File: src/rtl/seg7_if.sv
// Signal bundle between the port C producer and the 7-segment display driver.
// din/hex_mode are level signals with no valid/ready; the driver samples them whenever its FSM is idle.
interface seg7_if;
  logic [15:0] din;
  logic        hex_mode;
  logic [6:0]  seg;
  logic [3:0]  an;
  logic        busy;
  logic [1:0]  state_dbg;

  modport master (output din, hex_mode, input seg, an, busy, state_dbg);
  modport slave  (input din, hex_mode, output seg, an, busy, state_dbg);
endinterface

File: src/rtl/seg7_display_driver.sv
// 4-digit common-anode 7-segment driver: double-dabble decimal or raw hex,
// time-multiplexed scan, display image only replaced once a conversion completes.
module seg7_display_driver #(
  parameter int REFRESH_CYCLES = 100000,
  parameter int CNT_W          = 17
) (
  input logic   clk,
  input logic   reset,
  seg7_if.slave bus
);
  typedef enum logic [1:0] {IDLE = 2'd0, SHIFT = 2'd1, DONE = 2'd2} state_t;

  localparam logic [4:0] CODE_DASH  = 5'd16;
  localparam logic [4:0] CODE_BLANK = 5'd17;

  state_t           state, state_nxt;
  logic             busy;
  logic [16:0]      lat;
  logic             lat_valid;
  logic             start;
  logic [15:0]      bin;
  logic [19:0]      bcd;
  logic [19:0]      bcd_adj;
  logic [3:0]       iter;
  logic [CNT_W-1:0] cnt;
  logic [1:0]       idx;
  logic [4:0]       digit [4];
  logic [6:0]       seg_q;
  logic [3:0]       an_q;

  function automatic logic [6:0] seg_decode(input logic [4:0] code);
    logic [6:0] s;
    case (code)
      5'd0:  s = 7'b1000000;
      5'd1:  s = 7'b1111001;
      5'd2:  s = 7'b0100100;
      5'd3:  s = 7'b0110000;
      5'd4:  s = 7'b0011001;
      5'd5:  s = 7'b0010010;
      5'd6:  s = 7'b0000010;
      5'd7:  s = 7'b1111000;
      5'd8:  s = 7'b0000000;
      5'd9:  s = 7'b0010000;
      5'd10: s = 7'b0001000;
      5'd11: s = 7'b0000011;
      5'd12: s = 7'b1000110;
      5'd13: s = 7'b0100001;
      5'd14: s = 7'b0000110;
      5'd15: s = 7'b0001110;
      5'd16: s = 7'b0111111;
      default: s = 7'b1111111;
    endcase
    return s;
  endfunction

  // A cleared lat_valid forces one conversion right after reset even if din is 0.
  assign start = (state == IDLE) && (!lat_valid || ({bus.hex_mode, bus.din} != lat));

  always_ff @(posedge clk) begin
    if (reset) state <= IDLE;
    else       state <= state_nxt;
  end

  always_comb begin
    state_nxt = state;
    busy      = 1'b0;
    case (state)
      IDLE:  if (start) state_nxt = bus.hex_mode ? DONE : SHIFT;
      SHIFT: begin
        busy = 1'b1;
        if (iter == 4'd15) state_nxt = DONE;
      end
      DONE: begin
        busy      = 1'b1;
        state_nxt = IDLE;
      end
      default: state_nxt = IDLE;
    endcase
  end

  always_comb begin
    bcd_adj = bcd;
    for (int i = 0; i < 5; i++) begin
      if (bcd[4*i +: 4] >= 4'd5) bcd_adj[4*i +: 4] = bcd[4*i +: 4] + 4'd3;
    end
  end

  always_ff @(posedge clk) begin
    if (reset) begin
      lat       <= '0;
      lat_valid <= 1'b0;
      bin       <= '0;
      bcd       <= '0;
      iter      <= '0;
      for (int i = 0; i < 4; i++) digit[i] <= CODE_BLANK;
    end else begin
      if (start) begin
        lat       <= {bus.hex_mode, bus.din};
        lat_valid <= 1'b1;
        bin       <= bus.din;
        bcd       <= '0;
        iter      <= '0;
      end
      if (state == SHIFT) begin
        {bcd, bin} <= {bcd_adj[18:0], bin, 1'b0};
        iter       <= iter + 4'd1;
      end
      // The ten-thousands BCD column is nonzero exactly when the value exceeds 9999.
      if (state == DONE) begin
        if (lat[16]) begin
          for (int i = 0; i < 4; i++) digit[i] <= {1'b0, lat[4*i +: 4]};
        end else if (bcd[19:16] != 4'd0) begin
          for (int i = 0; i < 4; i++) digit[i] <= CODE_DASH;
        end else begin
          digit[0] <= {1'b0, bcd[3:0]};
          digit[1] <= (bcd[15:4]  == 12'd0) ? CODE_BLANK : {1'b0, bcd[7:4]};
          digit[2] <= (bcd[15:8]  == 8'd0)  ? CODE_BLANK : {1'b0, bcd[11:8]};
          digit[3] <= (bcd[15:12] == 4'd0)  ? CODE_BLANK : {1'b0, bcd[15:12]};
        end
      end
    end
  end

  // Scan free-runs regardless of the FSM; seg/an are registered from the current index.
  always_ff @(posedge clk) begin
    if (reset) begin
      cnt   <= '0;
      idx   <= '0;
      seg_q <= 7'b1111111;
      an_q  <= 4'b1111;
    end else begin
      if (cnt == CNT_W'(REFRESH_CYCLES - 1)) begin
        cnt <= '0;
        idx <= idx + 2'd1;
      end else begin
        cnt <= cnt + CNT_W'(1);
      end
      seg_q <= seg_decode(digit[idx]);
      an_q  <= ~(4'b0001 << idx);
    end
  end

  assign bus.seg       = seg_q;
  assign bus.an        = an_q;
  assign bus.busy      = busy;
  assign bus.state_dbg = state;
endmodule

File: src/flat_wrapper.sv
// flat-port wrapper written by rule: the top's interface ports become plain ports
module seg7_display_driver_flat 
#(
  parameter int REFRESH_CYCLES = 100000,
  parameter int CNT_W          = 17
)
  (clk, reset, bus_din, bus_hex_mode, bus_seg, bus_an, bus_busy, bus_state_dbg);
  seg7_if bus_i ();
  input logic clk;
  input logic reset;
  input wire logic [$bits(bus_i.din)-1:0] bus_din;
  input wire logic [$bits(bus_i.hex_mode)-1:0] bus_hex_mode;
  output wire logic [$bits(bus_i.seg)-1:0] bus_seg;
  output wire logic [$bits(bus_i.an)-1:0] bus_an;
  output wire logic [$bits(bus_i.busy)-1:0] bus_busy;
  output wire logic [$bits(bus_i.state_dbg)-1:0] bus_state_dbg;
  assign bus_i.din = bus_din;
  assign bus_i.hex_mode = bus_hex_mode;
  assign bus_seg = bus_i.seg;
  assign bus_an = bus_i.an;
  assign bus_busy = bus_i.busy;
  assign bus_state_dbg = bus_i.state_dbg;
  seg7_display_driver #(.REFRESH_CYCLES(REFRESH_CYCLES), .CNT_W(CNT_W)) u_core (.clk(clk), .reset(reset), .bus(bus_i));
endmodule
File: config.mk
export PLATFORM = sky130hd
export DESIGN_NAME = seg7_display_driver_flat
export DESIGN_NICKNAME = d
export VERILOG_FILES = /design/src/rtl/seg7_if.sv /design/src/rtl/seg7_display_driver.sv /design/src/flat_wrapper.sv
export SDC_FILE = /design/constraint.sdc
export NUM_CORES = 1
export LEC_CHECK = 0
export CORE_AREA = 2 2 112 114
export CTS_CLUSTER_DIAMETER = 200
export DETAILED_ROUTE_END_ITERATION = 10
export DIE_AREA = 0 0 114 116
export PLACE_DENSITY_LB_ADDON = 0.25
export SLEW_MARGIN = 20
export SYNTH_ARGS = -nofsm -noshare
export SYNTH_HDL_FRONTEND = slang
export SYNTH_SLANG_ARGS = --single-unit
File: constraint.sdc
create_clock -name clk -period 2.3 [get_ports clk]
set_input_delay 0.345 -clock clk [delete_from_list [all_inputs] [get_ports clk]]
set_output_delay 0.345 -clock clk [all_outputs]
set_load 0.02 [all_outputs]
==> flow_summary.json <==
{
  "synth_top_cell_by_area": "dfxtp_1",
  "clkLatencyLatePin_ns": 0.36,
  "portBuffers": 32,
  "worstSetupEndpointType": "flop",
  "status": "completed",
  "synth_nets": 708,
  "yosysSeqAreaShare_pct": 41.0,
  "ys_top_cells_by_count": "dfxtp_1, nor2_1, nand2_1, a21oi_1, nand2b_1",
  "drive_above_1_share_pct": 9.96,
  "min_path_type": "in -> reg",
  "grtUsageTotal_pct": 21.5,
  "final_area_mm2": 0.00682,
  "leakage_nw": 2.54,
  "ant_nets": 0,
  "core_mm2": 0.0119,
  "clock-sinks": 112,
  "start_util_pct": 49.8,
  "power_density_mw_per_mm2": 672,
  "synth.top_cells.by_area": "dfxtp_1, edfxtp_1, ha_1",
  "p_comb_share_pct": 18.6,
  "avgViaCountPerCell": 5.72,
  "synth_seq_cells": 112,
  "dr.first_iter.drc_count": 307,
  "post_synth_instance_area_mm2": 0.00593,
  "synth_top_family_by_area": "simple AND/OR/NAND/NOR gates",
  "drt_wl_total_mm": 13.6,
  "start_kind": "flop",
  "yosysMostFrequentCell": "dfxtp_1",
  "drv_cap": 0,
  "drtPass1Iterations": 5,
  "post-route-drc-count": 0,
  "dp_hpwl_mm": 9.97,
  "p_int_mw": 3.25,
  "vias": 4862,
  "vdd_drop_max_v": 0.000486,
  "holdBufCountCts": 0,
  "grt_first_pass_wirelength_mm": 22.5,
  "p_total_mw": 4.58,
  "hold_viol": 0,
  "seqPwrFrac_pct": 48.8,
  "clk_pin_slew_ns": 0.08,
  "p_sw_mw": 1.33,
  "grt_max_degree": 62,
  "ys_types": 55,
  "syn2layout_area_growth_pct": 14.9,
  "cts_buffer_depth": 2,
  "antenna_cells": 0,
  "rows": 40,
  "gp_congestion": 0.832,
  "finalCritPeriodShare_pct": 94.2,
  "wire_per_inst_um": 16.0,
  "synth_mux_area_share_pct": 5.84,
  "path_max_fanout": 4,
  "finClkSkew_ns": 0.0105,
  "cts.htree.levels": 3,
  "grt_pass1_vias": 4642,
  "min_period_ns": 2.17,
  "clock.fmax_mhz": 462,
  "antenna_found_initial": 0,
  "placed_area_mm2": 0.00653,
  "clock_power_share_pct": 32.5,
  "worstPathRequired_ns": 2.42,
  "crit_type": "reg -> reg",
  "synth_ff_type": "dfxtp_1",
  "synthAdderAreaFrac_pct": 5.27,
  "synth_xor_area_share_pct": 5.76,
  "ios": 33,
  "synthSimpleGateAreaFrac_pct": 20.3,
  "slew_headroom_pct": 51.0,
  "tightestPinTransition_ns": 0.735,
  "synth_top_area_share_pct": 31.4,
  "synth_edf_count": 19,
  "yosysWarningCount": 0,
  "worstPathArrival_ns": 2.29,
  "syn_area_per_cell_um2": 8.93,
  "die_y_um": 116,
  "swShare_pct": 29.1,
  "cts_buffers": 9,
  "cts_tree": "yes",
  "fin_nets": 742,
  "dieArea_mm2": 0.0132,
  "setup_violations": 0,
  "overflow": 0,
  "rsz0062_at_grt": "no",
  "syn-instance-count": 664,
  "synth_compound_area_share_pct": 16.2,
  "synthArstFlopShare_pct": 0,
  "root_buffer": "clkbuf_16",
  "maxSlewViolCount": 0,
  "hold_ws_ns": 0.324,
  "fp.dieW_um": 114
}
[cell families after synthesis]
logic type,after synthesis
simple gates,235
compound gates,144
flops,112
buf+inv,81
xor+xnor,39
mux,28
fa+ha+maj,25
[power by group through the flow]
stage / clock, mW / combinational (mW) / sequential [mW]
5_1_grt: 1.60 / 0.940 / 2.25
3_3_place_gp: 0 / 0.836 / 2.28
2_1_floorplan: 0 / 0.575 / 2.26
3_5_place_dp: 0 / 0.855 / 2.28
6_report: 1.49 / 0.854 / 2.24
4_1_cts: 1.52 / 0.858 / 2.24
[metal layers]
layer	GRT usage, %	part of all wire (%)	up-vias	wire length [um]
li1	-	-	2428	-
met1	27.0	44	2318	6000
met2	37.1	50	92	6760
met3	3.87	3.6	24	495
met4	7.89	2.4	0	323
met5	0	0	-	0
[path summary, 6_finish.rpt]
| path | startpoint | end | slack (ns) | cells past startpoint |
|---|---|---|---|---|
| worst max register to register | u_core.bcd[16] | u_core.digit[1][1] | 0.13 | 7 |
| worst min-delay path | reset | u_core.digit[0][4] | 0.32 | 3 |
| worst min register to register | u_core.bin[0] | u_core.bin[0] | 0.46 | 2 |
| worst max-delay path | u_core.bcd[16] | u_core.digit[1][1] | 0.13 | 7 |
[per-stage QoR]
stage,setup slack (ns),std cells,setup TNS (ns),util [%]
after global placement,-0.0269,833,-0.188,54.8
after global routing,0.0314,850,0,57.2
final,0.134,850,0,57.2
after floorplan,0.264,664,0,-
after CTS,0.0690,849,0,57.2
after detailed placement,-0.0504,833,-0.494,54.8
[cell type report]
cell class                 count  area (um2)
sequential                   112        2430
inverter                      38         143
clock buffer                   9         225
multi-input combinational    471        3180
tap                          147         184
timing repair buffer          66         608
clock inverter                 7        50.0
fill                        1072        5090
[placed cells by master (no fill, tap or decap), types with 4 or more instances in the layout]
cell type and n:
mux4_2 5, nor2_1 55, nor3_1 20, a31o_1 4, nand3_1 8, edfxtp_1 19, xnor2_1 24, o31ai_1 21
a32oi_1 5, dfxtp_1 93, o21ai_0 15, nand4_1 14, inv_1 38, or2_2 6, o22ai_1 7, buf_4 31
o211ai_1 4, a21oi_1 49, clkdlybuf4s50_1 31, a32o_1 10, nor4_1 18, ha_1 24, inv_6 4, a22o_1 10
mux2i_1 20, nand2b_1 46, nand2_1 51, o21ai_1 6, xor2_1 15, clkbuf_16 9
[state kept, by name, summed over array words and instances (netlist names), named ones only]
signal,cells
u_core.bcd,20
u_core.bin,16
u_core.bus.an,4
u_core.bus.seg,7
u_core.bus.state_dbg,2
u_core.cnt,17
u_core.digit,20
u_core.idx,2
u_core.iter,4
u_core.lat,17
u_core.lat_valid,1
[critical path: stages (launching register included)]
cell and delay, ns:
dfxtp_1 0.33, inv_1 0.09, ha_1 0.17, or3b_4 0.42
nor4_4 0.31, buf_4 0.18, mux2_1 0.32, o211a_1 0.11
[timing repair]
item | in CTS | in global routing
buffers inserted | 0 | 1
resized for setup | 0 | 1
setup endpoints to repair | 0 | 1
No activity file was read; power rests on OpenSTA's default activity.
